## config.mk

```make
export PLATFORM = sky130hd
export DESIGN_NAME = branch_target_buffer
export DESIGN_NICKNAME = d
export VERILOG_FILES = /design/src/rtl/dp_types_pkg.sv /design/src/rtl/sat_counter.sv /design/src/rtl/branch_target_buffer.sv
export SDC_FILE = /design/constraint.sdc
export NUM_CORES = 2
export LEC_CHECK = 0
export BUFFER_PORTS_ARGS = -buffer_cell sky130_fd_sc_hd__buf_4
export CAP_MARGIN = 20
export CORE_MARGIN = 1
export CORE_UTILIZATION = 45
export DETAILED_ROUTE_END_ITERATION = 7
export HOLD_SLACK_MARGIN = 0.15
export PLACE_DENSITY = 0.65
export SYNTH_ARGS = -nofsm -noshare
export SYNTH_HDL_FRONTEND = slang
export SYNTH_SLANG_ARGS = --single-unit
```

## constraint.sdc

```tcl
create_clock -name CLK -period 7.12 [get_ports CLK]
set_input_delay 0.356 -clock CLK [delete_from_list [all_inputs] [get_ports CLK]]
set_output_delay 0.356 -clock CLK [all_outputs]
set_load 0.005 [all_outputs]
```

## src/rtl/dp_types_pkg.sv

```systemverilog
// Shared datapath types and helpers; here the branch target buffer mode and PC field extraction.
package dp_types_pkg;

    typedef enum logic {
        BTB_ONLY = 1'b0,
        BIMODAL  = 1'b1
    } btb_mode_t;

    // Word-aligned PCs: bits [1:0] never participate in index or tag.
    function automatic logic [31:0] btb_index(input logic [31:0] pc, input int unsigned idx);
        return (pc >> 2) & ((32'd1 << idx) - 32'd1);
    endfunction

    function automatic logic [31:0] btb_tag(input logic [31:0] pc, input int unsigned idx);
        return pc >> (idx + 2);
    endfunction

endpackage

```

## src/rtl/sat_counter.sv

```systemverilog
// Combinational up/down counter step that saturates at zero and at all-ones.
module sat_counter #(
    parameter int unsigned W = 2
) (
    input  logic [W-1:0] cur,
    input  logic         inc,
    input  logic         dec,
    output logic [W-1:0] next
);

    always_comb begin
        next = cur;
        if (inc && !dec && (cur != '1)) begin
            next = cur + 1'b1;
        end else if (dec && !inc && (cur != '0)) begin
            next = cur - 1'b1;
        end
    end

endmodule

```

## src/rtl/branch_target_buffer.sv

```systemverilog
// Direct-mapped BTB with per-entry direction counters, looked up by IF and trained from EX/MEM.
module branch_target_buffer
    import dp_types_pkg::*;
#(
    parameter int unsigned ENTRIES  = 16,
    parameter int unsigned CTR_BITS = 2,
    parameter int unsigned MODE     = 1
) (
    input  logic        CLK,
    input  logic        RST,
    input  logic [31:0] lookup_pc,
    output logic        predict_taken,
    output logic [31:0] predict_target,
    input  logic        upd_valid,
    input  logic [31:0] upd_pc,
    input  logic        upd_taken,
    input  logic [31:0] upd_target,
    input  logic        upd_pred_taken,
    input  logic [31:0] upd_pred_target,
    output logic        mispredict,
    output logic [31:0] upd_count,
    output logic [31:0] mispred_count
);

    localparam int unsigned IDX   = $clog2(ENTRIES);
    localparam int unsigned TAG_W = 32 - IDX - 2;
    localparam btb_mode_t   Mode  = btb_mode_t'(MODE[0]);
    localparam logic [CTR_BITS-1:0] CtrWeakTaken = CTR_BITS'(1 << (CTR_BITS - 1));

    typedef struct packed {
        logic                valid;
        logic [TAG_W-1:0]    tag;
        logic [31:0]         target;
        logic [CTR_BITS-1:0] ctr;
    } entry_t;

    entry_t table_q [ENTRIES];

    logic [IDX-1:0]      l_idx, u_idx;
    logic [TAG_W-1:0]    l_tag, u_tag;
    logic                l_hit, u_hit;
    entry_t              l_entry, u_entry, entry_d;
    logic                entry_we;
    logic [CTR_BITS-1:0] ctr_next;
    logic [31:0]         upd_count_q, upd_count_d;
    logic [31:0]         mispred_count_q, mispred_count_d;

    assign l_idx   = IDX'(btb_index(lookup_pc, IDX));
    assign l_tag   = TAG_W'(btb_tag(lookup_pc, IDX));
    assign u_idx   = IDX'(btb_index(upd_pc, IDX));
    assign u_tag   = TAG_W'(btb_tag(upd_pc, IDX));
    assign l_entry = table_q[l_idx];
    assign u_entry = table_q[u_idx];
    assign l_hit   = l_entry.valid && (l_entry.tag == l_tag);
    assign u_hit   = u_entry.valid && (u_entry.tag == u_tag);

    // Lookup sees only registered state, so a same-cycle update is visible next cycle.
    assign predict_taken  = l_hit && ((Mode == BTB_ONLY) || l_entry.ctr[CTR_BITS-1]);
    assign predict_target = predict_taken ? l_entry.target : 32'd0;

    assign mispredict = upd_valid && ((upd_pred_taken != upd_taken) ||
                                      (upd_taken && (upd_pred_target != upd_target)));

    sat_counter #(.W(CTR_BITS)) u_dir_ctr (
        .cur  (u_entry.ctr),
        .inc  (upd_taken),
        .dec  (!upd_taken),
        .next (ctr_next)
    );

    sat_counter #(.W(32)) u_upd_cnt (
        .cur  (upd_count_q),
        .inc  (upd_valid),
        .dec  (1'b0),
        .next (upd_count_d)
    );

    sat_counter #(.W(32)) u_mispred_cnt (
        .cur  (mispred_count_q),
        .inc  (mispredict),
        .dec  (1'b0),
        .next (mispred_count_d)
    );

    always_comb begin
        entry_d  = u_entry;
        entry_we = 1'b0;
        if (upd_valid) begin
            if (u_hit) begin
                entry_we    = 1'b1;
                entry_d.ctr = ctr_next;
                if (upd_taken) begin
                    entry_d.target = upd_target;
                end
            end else if (upd_taken) begin
                // Miss on a taken branch evicts whatever occupied this slot.
                entry_we       = 1'b1;
                entry_d.valid  = 1'b1;
                entry_d.tag    = u_tag;
                entry_d.target = upd_target;
                entry_d.ctr    = CtrWeakTaken;
            end
        end
    end

    always_ff @(posedge CLK) begin
        if (RST) begin
            for (int i = 0; i < int'(ENTRIES); i++) begin
                table_q[i] <= '0;
            end
            upd_count_q     <= 32'd0;
            mispred_count_q <= 32'd0;
        end else begin
            if (entry_we) begin
                table_q[u_idx] <= entry_d;
            end
            upd_count_q     <= upd_count_d;
            mispred_count_q <= mispred_count_d;
        end
    end

    assign upd_count     = upd_count_q;
    assign mispred_count = mispred_count_q;

endmodule

```

==> qor.yml <==
global_routing:
  grt_overflow: 0
  antenna_found_initial: 3
  grt_max_degree: 85
  grtUsageTotal_pct: 28.7
  grt_first_pass_wirelength_um: 258000
  grt_pass1_vias: 36700
power:
  ir_drop_uv: 190
  p_leak_nw: 21.8
  power_density_nw_per_um2: 233
setup_path:
  crit_buf_inv: 4
  timing.reg2reg.setup_slack_ns: 2.12
  r2r-start: "table_q[0][44]"
  cp_data_required_time_ns: 6.76
  path_cells: "buf_8 -> buf_4 -> mux4_2 -> mux4_2 -> xnor2_1 -> nand4_1 -> nor3_1 -> nand4_1 -> buf_4 -> nor2b_1 -> buf_4"
  end_kind: "output pin"
  slowest_stage: "nor3_1"
  cpPeakStageDelay_ns: 0.80
  cpMostUsedCell: "buf_4"
  r2r-end: "table_q[2][48]"
  critPathLaunchType: "input port"
  reg2reg_depth: 12
  critical_path_class: "input port to output pin"
  cp.arrival_ns: 4.99
  path_delay_family: "buffers and inverters"
  crit_fanout: 60
clocking:
  postCtsSetupBuffers: 0
  clkSlewWorstSetupHoldPaths_ns: 0.06
  cts.repair.resized: 0
  clock-sinks: 1040
  cts_tree: "yes"
  ctsHoldBuffers: 6
  cts_root_buffer: "clkbuf_16"
  clock_latency_ns: 0.73
  h-tree-depth: 3
  cts_buffers: 110
  clk_path_buf_depth: 3
layout:
  area_growth_pct: 13.2
  multi_input_comb_area_um2: 22900
  stdcell_count: 5675
  fin_nets: 4094
  final_layout_size_suffix_gt1_share_pct: 34.4
  nFillCells: 10100
  register_area_um2: 30600
timing:
  slew_headroom_pct: 23.9
  clock.fmax_mhz: 187
  hold_slack_ns: 0.181
  tightest_slew_ns: 1.13
  fin_crit_ns: 5.35
  rsz0062_at_grt: "no"
  worst_slack_ns: 1.77
  setup_tns_ns: 0
  fin_crit_sh_pct: 75.2
  setup_violations: 0
  slew_violations: 0
  finalClockSkew_ns: 0.0421
  finalHoldViolations: 0
yosys:
  synthesis.nets: 3914
  avgSynthCellArea_um2: 14.6
  synth_top_flop_cell: "edfxtp_1"
  syn_area_um2: 55200
  yosys.area.top_type: "edfxtp_1"
  yosysWarnings: 0
  synth-seq-cells: 1040
  ys_seq_area_share_pct: 55.4
  synth_edf_count: 976
  synth_cell_type_count: 79
  synthCells: 3777
  synth_area_leaders: "edfxtp_1 (53%), mux4_2 (22%), nor2_1 (5.6%)"
  yosys-top-cells-count: "edfxtp_1 (976), nor2_1 (826), mux4_2 (548)"
  synth_top_area_share_pct: 53.1
  async_reset_ff_share_pct: 0
  yosysMostFrequentCell: "edfxtp_1"
route:
  drc: 0
  drt_pre_antenna_iters: 6
  dr.first_iter.drc_count: 4769
  routed_via_density: 6.46
  dr_total_vias: 36700
  wl_per_cell_um: 31.6
  drtAntennaViolNets: 0
  wl_um: 179000
floorplanning:
  core_region_area_um2: 122000
  ios: 231
  start_util_pct: 45.4
  die_w_um: 352
  row_count: 128
  die_h_um: 352
  dieArea_um2: 124000
hold_path:
  holdPathStages: 4
  holdPathEnd: "table_q[4][19]"
  hold_path_class: "input port to register"
  worstHoldStart: "upd_target[17]"
place:
  hpwl_um: 104000
  dp_slack_ns: 1.29
  io_buffer_count: 226
  gp_congestion: 0.885
  dp_cells: 5462
job:
  max-cap-violations: 0
outcome:
  status: "completed"
## area by class of cell
type,instances,share of cell area (%)
Sequential cell,1040,48.9
Multi-Input combinational cell,2355,36.6
Timing Repair Buffer,404,5.32
Clock buffer,136,4.59
Tap cell,1625,3.25
Clock inverter,66,0.983
Inverter,46,0.280
Antenna cell,3,0.0120
## cell families after synthesis
| kind of cell | count (synthesis) | synth area share (%) |
|---|---|---|
| and+or+nand+nor | 1353 | 11.6 |
| muxes | 709 | 25.4 |
| DFF | 1040 | 55.4 |
| adders and majority gates | 4 | 0.0906 |
| AOI/OAI and AO/OA | 162 | 2.01 |
| xor gates and xnor gates | 127 | 2.01 |
| buffers and inverters | 382 | 3.57 |
## cell usage in the layout, fill, tap and decap left out, drive strengths merged, types with 5 or more instances in the layout
cell type    synthesis  final
nor2              1046   1046
edfxtp             976    976
mux4               548    548
buf                179    397
mux2i              149    149
clkbuf             157    137
xor2                71     71
nand2               65     65
dfxtp               64     64
xnor2               56     56
clkinv               0     55
inv                 46     48
nor2b               41     41
o21ai               38     38
nand3               36     36
nand4               35     35
a21oi               31     31
a22oi               27     27
nand2b              26     26
or3                 20     20
nor3                18     18
nor4                15     15
and3                14     14
mux2                12     12
and4                10     10
bufinv               0      8
a2bb2oi              7      7
a221oi               7      7
or2                  6      6
dlygate4sd3          0      6
a211oi               6      6
and2                 6      6
a31oi                5      5
or4                  5      5
## metal layers
metal	global-route usage (%)	share of wire, %	vias to the layer above
li1	-	-	14800
met3	5.73	11	362
met4	10.4	3.7	2
met5	0	0.0050	-
met2	46.1	48	2428
met1	38.9	37	19100
## stage by stage
| stage | cell area, µm² | power (W) | utilization (%) |
|---|---|---|---|
| after floorplan | 55200 | 0.00831 | - |
| after global placement | 58900 | 0.00897 | 48.4 |
| after detailed placement | 58900 | 0.00899 | 48.4 |
| after CTS | 62500 | 0.0146 | 51.3 |
| after global routing | 62500 | 0.0149 | 51.4 |
| final | 62500 | 0.0146 | 51.4 |
## sequential cells by signal (all words and copies together), names as in the netlist
register	cells
mispred_count	32
upd_count	32
table_q	976
## tightest hold or removal path, delay by kind of cell
kind / cells / cell delay [ns]
buffers and inverters: 2 / 0.29
multiplexers: 1 / 0.06
AND/OR/NAND/NOR: 1 / 0.08
## power breakdown
part	internal [W]	switching (W)
logic	0.000773	0.00112
registers	0.00689	0.000116
clock network	0.00316	0.00250
total	0.0108	0.00373
## worst max-delay path by stage
stage	start	endpoint	slack (ns)	cells after the start
after floorplan	upd_pc[2]	table_q[4][0]	1.99	11
final	lookup_pc[2]	predict_target[22]	1.77	11
after CTS	lookup_pc[2]	predict_target[22]	1.76	11
after global placement	upd_pc[2]	table_q[9][55]	1.27	11
after detailed placement	upd_pc[3]	table_q[2][48]	1.29	14
after global routing	lookup_pc[2]	predict_target[22]	1.47	13
Note: power is estimated with default switching activity, not from simulation.
